**src/rtl/fpadd_sched.sv**
```systemverilog
// Round-robin scheduler sharing one multi-cycle fpadd among 2**ID_W requesters.
// Optional watchdog on the adder's done: define FPADD_SCHED_TIMEOUT_EN.
module fpadd_sched #(
    parameter int ID_W    = 2,
    parameter int TIMEOUT = 64
) (
    input  logic                      clk,
    input  logic                      reset,
    input  logic [(1<<ID_W)-1:0]      req_valid,
    input  logic [(1<<ID_W)*32-1:0]   req_a,
    input  logic [(1<<ID_W)*32-1:0]   req_b,
    output logic [(1<<ID_W)-1:0]      req_ready,
    output logic                      rsp_valid,
    output logic [ID_W-1:0]           rsp_id,
    output logic [31:0]               rsp_sum,
    output logic                      rsp_err,
    input  logic                      rsp_ready,
    output logic                      fa_start,
    output logic [31:0]               fa_a,
    output logic [31:0]               fa_b,
    input  logic [31:0]               fa_sum,
    input  logic                      fa_done
);

    localparam int NREQ = 1 << ID_W;
    localparam logic [31:0] QNAN = 32'h7FC0_0000;

    typedef enum logic [1:0] {
        S_IDLE  = 2'd0,
        S_ISSUE = 2'd1,
        S_WAIT  = 2'd2,
        S_RESP  = 2'd3
    } state_t;

    state_t            state_reg, state_next;
    logic [ID_W-1:0]   ptr_reg;
    logic [31:0]       fa_a_reg, fa_b_reg;
    logic [ID_W-1:0]   rsp_id_reg;
    logic [31:0]       rsp_sum_reg;
    logic              rsp_err_reg;

    logic [31:0]       op_a [NREQ];
    logic [31:0]       op_b [NREQ];
    logic [NREQ-1:0]   rot_valid;
    logic [NREQ-1:0]   grant_onehot;
    logic [ID_W-1:0]   grant_id;
    logic              grant_found;
    logic              accept;
    logic              timeout_hit;

    // rot_valid[k] is the request k places after the priority pointer
    generate
        for (genvar gi = 0; gi < NREQ; gi++) begin : g_req
            logic [ID_W-1:0] rot_idx;
            assign op_a[gi]         = req_a[gi*32 +: 32];
            assign op_b[gi]         = req_b[gi*32 +: 32];
            assign rot_idx          = ptr_reg + ID_W'(gi);
            assign rot_valid[gi]    = req_valid[rot_idx];
            assign grant_onehot[gi] = grant_found && (grant_id == ID_W'(gi));
        end
    endgenerate

    always_comb begin
        grant_found = 1'b0;
        grant_id    = ptr_reg;
        for (int k = NREQ - 1; k >= 0; k--) begin
            if (rot_valid[k]) begin
                grant_found = 1'b1;
                grant_id    = ptr_reg + ID_W'(k);
            end
        end
    end

    assign req_ready = (state_reg == S_IDLE && !reset) ? grant_onehot : '0;
    assign accept    = |(req_valid & req_ready);

`ifdef FPADD_SCHED_TIMEOUT_EN
    localparam int CNT_W = $clog2(TIMEOUT) + 1;
    logic [CNT_W-1:0] wait_cnt_reg;

    always_ff @(posedge clk) begin
        if (reset) begin
            wait_cnt_reg <= '0;
        end else if (state_reg == S_ISSUE) begin
            wait_cnt_reg <= '0;
        end else if (state_reg == S_WAIT) begin
            wait_cnt_reg <= wait_cnt_reg + 1'b1;
        end
    end

    assign timeout_hit = (wait_cnt_reg == CNT_W'(TIMEOUT - 1));
`else
    assign timeout_hit = 1'b0;
`endif

    // State register
    always_ff @(posedge clk) begin
        if (reset) begin
            state_reg <= S_IDLE;
        end else begin
            state_reg <= state_next;
        end
    end

    // Next-state logic; fa_done is only meaningful in WAIT since the adder
    // keeps done high from the previous operation until it sees start.
    always_comb begin
        state_next = state_reg;
        case (state_reg)
            S_IDLE:  if (accept) state_next = S_ISSUE;
            S_ISSUE: state_next = S_WAIT;
            S_WAIT:  if (fa_done || timeout_hit) state_next = S_RESP;
            S_RESP:  if (rsp_ready) state_next = S_IDLE;
            default: state_next = S_IDLE;
        endcase
    end

    // Outputs
    always_comb begin
        fa_start  = (state_reg == S_ISSUE);
        rsp_valid = (state_reg == S_RESP);
    end

    always_ff @(posedge clk) begin
        if (reset) begin
            ptr_reg     <= '0;
            fa_a_reg    <= '0;
            fa_b_reg    <= '0;
            rsp_id_reg  <= '0;
            rsp_sum_reg <= '0;
            rsp_err_reg <= 1'b0;
        end else begin
            if (accept) begin
                fa_a_reg   <= op_a[grant_id];
                fa_b_reg   <= op_b[grant_id];
                rsp_id_reg <= grant_id;
            end
            if (state_reg == S_WAIT) begin
                if (fa_done) begin
                    rsp_sum_reg <= fa_sum;
                    rsp_err_reg <= 1'b0;
                end else if (timeout_hit) begin
                    rsp_sum_reg <= QNAN;
                    rsp_err_reg <= 1'b1;
                end
            end
            if (state_reg == S_RESP && rsp_ready) begin
                ptr_reg <= rsp_id_reg + 1'b1;
            end
        end
    end

    assign fa_a    = fa_a_reg;
    assign fa_b    = fa_b_reg;
    assign rsp_id  = rsp_id_reg;
    assign rsp_sum = rsp_sum_reg;
    assign rsp_err = rsp_err_reg;

endmodule

```
**config.mk**
```make
export PLATFORM = sky130hd
export DESIGN_NAME = fpadd_sched
export DESIGN_NICKNAME = d
export VERILOG_FILES = /design/src/rtl/fpadd_sched.sv
export SDC_FILE = /design/constraint.sdc
export NUM_CORES = 1
export LEC_CHECK = 0
export ABC_AREA = 1
export ABC_CLOCK_PERIOD_IN_PS = 2500
export CORE_AREA = 2 2 155 157
export DETAILED_ROUTE_END_ITERATION = 6
export DIE_AREA = 0 0 157 159
export PLACE_DENSITY = 0.69
export SETUP_SLACK_MARGIN = 0.15
export SYNTH_ARGS = -nofsm -noshare
export SYNTH_HDL_FRONTEND = slang
export SYNTH_SLANG_ARGS = --single-unit
```
**constraint.sdc**
```tcl
create_clock -name clk -period 2.5 [get_ports clk]
set_input_delay 0.375 -clock clk [delete_from_list [all_inputs] [get_ports clk]]
set_output_delay 0.375 -clock clk [all_outputs]
set_load 0.02 [all_outputs]
```
# ---- Word-level counts from Yosys, hierarchy flattened
# Cells that the tools add are included.
dict set report word_totals {
  word_cells 65
  inputBits 296
  ff_bits 102
  out_inout_bits 105
}
dict set report classes {
  eq_ne 9
  muxes 27
  n_reduce_logical 12
  n_lt_le_gt_ge 5
  n_addsub 4
  bitwise_logic 2
}
# op count
set ops {}
lappend ops {{32-bit binary-select mux with 2-bit select} 2}
lappend ops {{32-bit 2-to-1 mux} 4}
lappend ops {{2-bit 2-to-1 mux} 7}
lappend ops {{2-bit by 3-bit < comparator with 1-bit output (second input constant)} 4}
lappend ops {{1-bit binary-select mux with 2-bit select} 4}
lappend ops {{2-bit == test (second input constant)} 4}
lappend ops {{1-bit 2-to-1 mux} 8}
lappend ops {{2-bit one-hot mux with 4 select lines} 1}
lappend ops {{1-bit logical AND} 6}
lappend ops {{2-bit by 1-bit adder with 2-bit output (second input constant)} 2}
lappend ops {{2-bit adder (second input constant)} 2}
lappend ops {{4-bit AND} 1}
lappend ops {{2-bit by 1-bit == test with 1-bit output (second input constant)} 2}
lappend ops {{2-bit logical NOT} 2}
lappend ops {{4-bit 2-to-1 mux} 1}
lappend ops {{2-bit inequality test (second input constant)} 2}
lappend ops {{4-bit OR reduction} 1}
lappend ops {{3-bit >= comparator (second input constant)} 1}
lappend ops {{2-bit NOT with 3-bit output} 1}
lappend ops {{3-bit AND reduction} 1}
lappend ops {{2-bit by 1-bit inequality test with 1-bit output (second input constant)} 1}
lappend ops {{2-bit AND reduction} 1}
lappend ops {{1-bit logical NOT} 1}

# ---- Depth between registers and ports, before layout
dict set report depth {
  word_depth 14
  depth_mapped 18
  depth_no_buf 16
}

# ---- Worst setup path after synthesis
# No wires, ideal clock.
dict set report synth_path {
  path_type {register -> output}
  from {register ptr_reg[0]}
  to {output req_ready[0]}
  arrival_time_ps 1833
  t_required_ps 2125
  setup_slack_ps 292
  path_stages_with_launch 15
  path_buffers 3
  cell_sequence {dfxtp_1 -> buf_6 -> o21ai_1 -> nand2_1 -> nand3_1 -> nand2_1 -> nand2_1 -> inv_2 -> o21ai_2 -> inv_2 -> buf_2 -> buf_2 -> nor2_2 -> inv_2 -> nor2_1}
}
dict set report synth_via {
  elab_chain_cells 10
}
# element line_no
set synth_rtl {}
lappend synth_rtl {{from (decl)} 36} ;# logic [ID_W-1:0] ptr_reg;
lappend synth_rtl {{from (signal assigned)} 148} ;# ptr_reg <= rsp_id_reg + 1'b1;
lappend synth_rtl {{2-bit adder} {57, 69}}
lappend synth_rtl {{1-bit binary-select mux with 2-bit select} 58} ;# assign rot_valid[gi] = req_valid[rot_idx];
lappend synth_rtl {{1-bit 2-to-1 mux (implied by the code)} 58}
lappend synth_rtl {{2-bit 2-to-1 mux (4 in a row)} 67} ;# if (rot_valid[k]) begin
lappend synth_rtl {{2-bit logical NOT} 59} ;# assign grant_onehot[gi] = grant_found && (grant_id == ID_W'(gi));
lappend synth_rtl {{1-bit logical AND *} 59}
lappend synth_rtl {{4-bit 2-to-1 mux *} 74} ;# assign req_ready = (state_reg == S_IDLE && !reset) ? grant_onehot : '0;
lappend synth_rtl {{to (decl)} 12} ;# output logic [(1<<ID_W)-1:0] req_ready,
# Mark *: on every way between the ends. The rest lies on a longest branch, timed or not. The select of a mux whose other input is x is not followed.

# ---- Worst setup path after layout
dict set report layout_path {
  from {register ptr_reg[0]}
  to {output req_ready[1]}
}
dict set report layout_via {
  elab_chain_cells 10
}
# element line_no
set layout_rtl {}
lappend layout_rtl {{2-bit adder} {57, 69}}
lappend layout_rtl {{1-bit binary-select mux with 2-bit select} 58}
lappend layout_rtl {{1-bit 2-to-1 mux (implied by the code)} 58}
lappend layout_rtl {{2-bit 2-to-1 mux (4 in a row)} 67}
lappend layout_rtl {{2-bit by 1-bit == test with 1-bit output} 59}
lappend layout_rtl {{1-bit logical AND *} 59}
lappend layout_rtl {{4-bit 2-to-1 mux *} 74}
# Marked as above.

==> summary.md <==
Worst setup timing slack at the placement stage: -0.4203 ns. The cell chosen for the clock root is clkbuf_16. Number of levels the H-tree was split into: 3.

The multi-input combinational cells in the finished layout cover a total of 3896 µm². Clock latency on the worst-skew pair, taken at its later pin, is 0.36 ns. Signed area change from the synthesized netlist to the final layout: 71.68%. Across the whole layout, storage elements account for 2049 µm². Of the total synthesized cell area, the portion taken by full adders, half adders and majority gates is 0.9089%.

The kind of cell with the highest combined delay along the critical path is simple AND/OR/NAND/NOR gates. The parity-gate share of the synthesized area counting xor and xnor cells was 0.1272%. Worst vdd rail ir drop: 0.3770 mV. TritonCTS built the clock tree. The chip height is 159 µm, and the maximum fanout encountered on the critical timing path is 6. The time the final worst path needs with I/O delays and setup is 2.329 ns. Measured in cells, the most critical reg-to-reg path has a length of 16. The layout has 2,352 filler cells.

The endpoint identified for the worst register-to-register timing path is fa_a[30]. STA classifies the critical path startpoint as a flop. Clock-pin slew was measured on the worst setup and hold paths at 0.08 ns. Power spread over the standard cell area amounts to 768.6 nW/µm².

The via count was 8,575; the wire length on met2 was 12,860 µm. In the final routed layout, each cell accounts on average for 13.58 µm. Input and output buffers added on the ports amount to 399.

The run gives 23,190 µm² as the area inside the core boundary. The largest total area in the synthesized netlist belongs to dfxtp_1. Number of enable-type register cells in the synthesized netlist: 0. The die boundary width is 157 µm, and the weighted congestion reported at the end of routability-driven placement is 0.8404. The count of yosys warnings during synthesis was 0; the number of nets in the finished design was 1,923.

Setup violations remaining at the end of the flow were counted as 0. In this run the worst setup path terminates at req_ready[1]. Data on the critical path arrives at its endpoint at 1.95 ns. The first global-routing pass estimated 40,740 µm of wire. Counting every instance in the synthesized netlist gives 1,252. For this design the static power due to leakage is 5.849 nW.

In this run the core area contains 56 standard-cell rows. The topmost layer with routed signal wires was met5. Start point of the critical path: ptr_reg[0].

The DRC violation total after the first TritonRoute iteration was 555; the number of synthesized register bits was 102. Together, buffers and inverters on the worst path number 5. The cell area that synthesis handed to floorplanning was 6883 µm². Setup repair after global routing could not meet its margin everywhere.

Entering global routing, the biggest net connects 65 pins. The logs give 25 for the count of distinct cell types in the synthesized netlist and 61.51% for the worst slew margin relative to its limit. For this block, wires on met1 add up to 10,930 µm. The number of antenna violations at the first check in global routing is 1, and the portion of netlist area occupied by mux cells is 0%. Of all flip-flops after synthesis, the portion carrying an async set or reset was 0%.

The most numerous cell type found on the critical path is inv_2. The initial utilization of the core area, before any placement, comes to 29.68%. 0 antenna diodes ended up in the layout. The combinational family with the most area after synthesis was simple AND/OR/NAND/NOR gates.

Max-cap violations in this run came to 0. Summing the areas of all and, or, nand and nor instances in the mapped netlist gives 49.54% of the synthesized area. The floorplan step defined a die boundary enclosing 24,960 µm². Ranked by total cell area, the synthesized netlist is headed by dfxtp_1 (30%), nand2_1 (22%), nand3_1 (16%).

The design draws 9.082 mW. The post-synthesis compound-gate area fraction was 3.145%; the sink count of the clock tree was 102. Wires add up to 26,420 µm. The flow ran to the end, and the final reports show no timing, DRC or antenna violations. The share of synthesized area occupied by flip-flops and latches is 29.67%.

Walking the worst path, the cells encountered are buf_6 -> nand2_4 -> nand3_4 -> nand3_2 -> nand2_2 -> nand2_2 -> inv_2 -> o21ai_4 -> inv_2 -> nor2_4 -> inv_2 -> nor2_4 -> buf_6. After detailed routing, the number of vias per cell comes to 4.406. In the routed design, unresolved DRC markers number 0.

No sink is reached through more buffers than the 2 on the longest clock path. The tools report the number of pins with negative max-slew slack in the final report as 0. On the critical path, the stage with the largest delay is an instance of dfxtp_4.

For the final database, setup skew stands at 0.01205 ns. A synthesized cell averages 5.497 µm². The share of the synthesized area in the top cell type was 29.67%. The tools report the maximum operating frequency as 429.3 MHz. At the pin with the least slew margin, the transition time is 0.5773 ns.

The post-layout worst setup margin came out at 0.1706 ns. The worst path uses 93.17% of the clock period. The logs give 0.29 ns for the setup slack of the worst register-to-register path and 401 for the number of primary I/O pins.

The pre-antenna-repair detailed-routing pass consisted of 7 iterations. In this run the number of cells on the critical path is 13. The tools report the count of endpoints failing hold in the final timing report as 0. The longest individual stage delay on the worst path was 0.39 ns.

The category of the worst setup path capture point was a primary output. The combined global-route utilization of all metal layers is 20.17%, and the number of CTS-inserted buffers is 9. The total overflow left after global routing is 0.

The tools report the via count of the first global-routing pass as 7,821. The layout cell share with drive strength beyond 1 works out to 6.884%. The tightest min-delay check is of the flop to flop type. The launching point of the worst reg2reg path was ptr_reg[0].

Main flop type after synthesis: dfxtp_1. Data on the critical path is required at its endpoint by 2.12 ns. For the sum of net half-perimeters after detailed placement, the log shows 19,210 µm.

Synthesis produced a netlist with a net count of 1,553. The critical path class is flop to primary output. Once detail routing completed, the nets flagged for antenna violations numbered 0. Wire segments on met3 add up to 1927 µm in the final route.
## report_power, final
group	total [mW]	internal (mW)	switching, mW	leakage, nW
sequential	2.30	2.06	0.237	0.840
combinational	5.31	2.35	2.96	4.86
clock	1.47	0.720	0.754	0.151
## synth_stat cells, types with 2 or more instances
cell	count
a21oi_1	4
inv_2	7
buf_1	3
nand3_1	215
nor3_1	4
inv_1	184
clkbuf_1	17
o21ai_0	35
buf_4	12
nand2_2	4
nor2_1	199
nand3_2	2
nand2_1	402
dfxtp_1	102
buf_2	48
ha_1	5
## worst min-delay path by stage
stage	start	to	slack (ns)	cells past startpoint
after floorplan	state_reg[1]	state_reg[1]	0.51	2
after global placement	rsp_sum[31]	rsp_sum[31]	0.46	2
after detailed placement	rsp_sum[24]	rsp_sum[24]	0.47	2
after CTS	fa_a[2]	fa_a[2]	0.49	2
after global routing	rsp_sum[27]	rsp_sum[27]	0.51	2
final	fa_a[24]	fa_a[24]	0.48	2
## cell usage in the layout, fill, tap and decap left out
cell type and instances:
o211ai_1 1, conb_1 1, nor3_1 2, o21ai_2 1, o21ai_0 35, nand2_2 16
buf_4 28, nand3_4 3, buf_2 1, clkinv_8 3, nand3_1 211, ha_1 5
nor2_4 3, dfxtp_4 2, inv_8 1, nor2_1 197, dlymetal6s2s_1 4, clkinv_4 1
or2_2 1, inv_2 7, dfxtp_1 100, buf_12 7, inv_1 182, nand3_2 3
inv_4 2, o21ai_4 1, buf_8 2, nor3_4 2, nand2_4 7, clkdlybuf4s50_1 390
inv_6 3, xnor2_1 1, nand2_8 1, nand2_1 382, clkbuf_16 9, a21oi_1 4
buf_6 8
## per-layer routing
metal  up-vias  GRT usage (%)
li1       4496              -
met1      3726          24.19
met2       304          35.09
met3        47          5.063
met4         2          6.380
met5         -              0
## area by class of cell
class                   count  area share, %
inverters                 192          6.184
flip-flops and latches    102          17.34
well taps                 319          3.378
repair buffers            440          37.48
clock inverters             7         0.7306
clock buffers               9          1.906
multi-input cells         877          32.97
## logic make-up after synthesis
kind of cell	count (synthesis)
xor+xnor	1
other cells	1
fa+ha+maj	5
simple gates	828
compound gates	42
buf+inv	273
flops	102
## metrics by stage
step / TNS [ns] / instance area [µm²] / cells / util [%] / hold slack, ns
after floorplan: 0 / 6883 / 1252 / - / 0.5131
final: 0 / 11820 / 1946 / 50.95 / 0.4831
after detailed placement: -10.69 / 11210 / 1924 / 48.34 / 0.4728
after CTS: 0 / 11550 / 1941 / 49.81 / 0.4892
after global placement: -9.082 / 11210 / 1924 / 48.34 / 0.4620
after global routing: 0 / 11820 / 1946 / 50.95 / 0.5094
## repair_timing
| action | 4_1_cts | 5_1_grt |
|---|---|---|
| setup buffers | 1 | 5 |
| gates resized for setup | 32 | 63 |
| endpoints found under the setup margin | 40 | 67 |
| pin swaps | 2 | 17 |
| hold buffers | 0 | 0 |
## worst min-delay path, delay by kind of cell, from the launching register on
| kind | cells | cell delay (ns) |
|---|---|---|
| flip-flops | 1 | 0.33 |
| AND/OR/NAND/NOR | 2 | 0.12 |
Power figures use the tool's default switching activity.
==> variant (config.mk and constraints unchanged) <==
Re-encode `state_t` (4 states) as one-hot, 4 bits wide.
--- a/src/rtl/fpadd_sched.sv
+++ b/src/rtl/fpadd_sched.sv
@@ -27,7 +27,7 @@
 
-    typedef enum logic [1:0] {
-        S_IDLE  = 2'd0,
-        S_ISSUE = 2'd1,
-        S_WAIT  = 2'd2,
-        S_RESP  = 2'd3
+    typedef enum logic [3:0] {
+        S_IDLE  = 4'b0001,
+        S_ISSUE = 4'b0010,
+        S_WAIT  = 4'b0100,
+        S_RESP  = 4'b1000
     } state_t;
Function: same outputs for any inputs over 4 cycles, from zero or initial values and one cycle with reset high; so few cycles prove little.
==> variant against the original RTL <==
- worst setup slack got worse by 0.040 ns
- power down 32%
- sequential cell count rose by 2
- routed wire length increased by 20%
- critical endpoint is now req_ready[3]
- clock power up 4%
- area after synthesis grew 7.8%
- critical path type unchanged
- first-iteration DRC count is 16% higher
- cell area grew 4.0%
- combinational power shrank 49%
==> variant: results (changes against the original RTL) <==
dpl hpwl 21000 um (+9.5%); post_cts resized 30 (-6.3%); Fill cells 2366 (+0.60%); outcome finished clean; total wire length 31600 um (+20%); Max Used Layer met4; Post-Synthesis Cells 1298 (+3.7%); Leak Pwr 6.00 nW (+2.6%); met1 wire length 12900 um (+18%); Post-DP Area 11600 sq um (+3.6%); CP Max Fanout 8 (+2); top cells by area, synth dfxtp_1, nand3_1, inv_1; Total Routing Usage GR 0.231 (+0.0296); clock power share 0.245 (+0.083); NumNets Final 1945 (+1.1%); first-pass GRT wire length 46100 um (+13%); share of cells above drive strength 1 0.0726 (+0.00371); Initial DRC Count 642 (+16%); register-to-register setup slack 0.25 ns (-0.04 ns); P&R area growth vs syn 65.7%; worst flop-to-flop path endpoint fa_a[27]$_SDFFE_PP0P_; met1 usage 0.280 (+0.0378); Crit path largest cell delay 0.36 ns (-0.03 ns); Max IR drop VDD 0.296 mV (-21%); worst slack, placed -0.406 ns (+0.0143 ns)
## variant: area by class of cell
| cell class | instances | share of cell area |
|---|---|---|
| Timing Repair Buffer | 444 | 0.371 |
| Multi-Input combinational cell | 843 | 0.324 |
| Sequential cell | 104 | 0.170 |
| Inverter | 247 | 0.0762 |
| Tap cell | 319 | 0.0325 |
| Clock buffer | 9 | 0.0183 |
| Clock inverter | 7 | 0.00723 |
| Antenna cell | 2 | 0.000407 |
## variant: worst max-delay path: cells and delay by family (launching register included)
kind,cells,cell delay [ns]
buf+inv,5,0.72
simple gates,4,0.37
flops,1,0.36
compound gates,1,0.19
## variant: cells by family (layout without fill, tap and decap cells)
family | Yosys count | in the layout | share of synthesized area
XOR/XNOR | 1 | 1 | 0.00118
other | 1 | 3 | 0.000505
flip-flops | 104 | 104 | 0.281
AO/OA/AOI/OAI | 74 | 74 | 0.0516
buffers and inverters | 351 | 707 | 0.206
AND/OR/NAND/NOR | 767 | 767 | 0.460
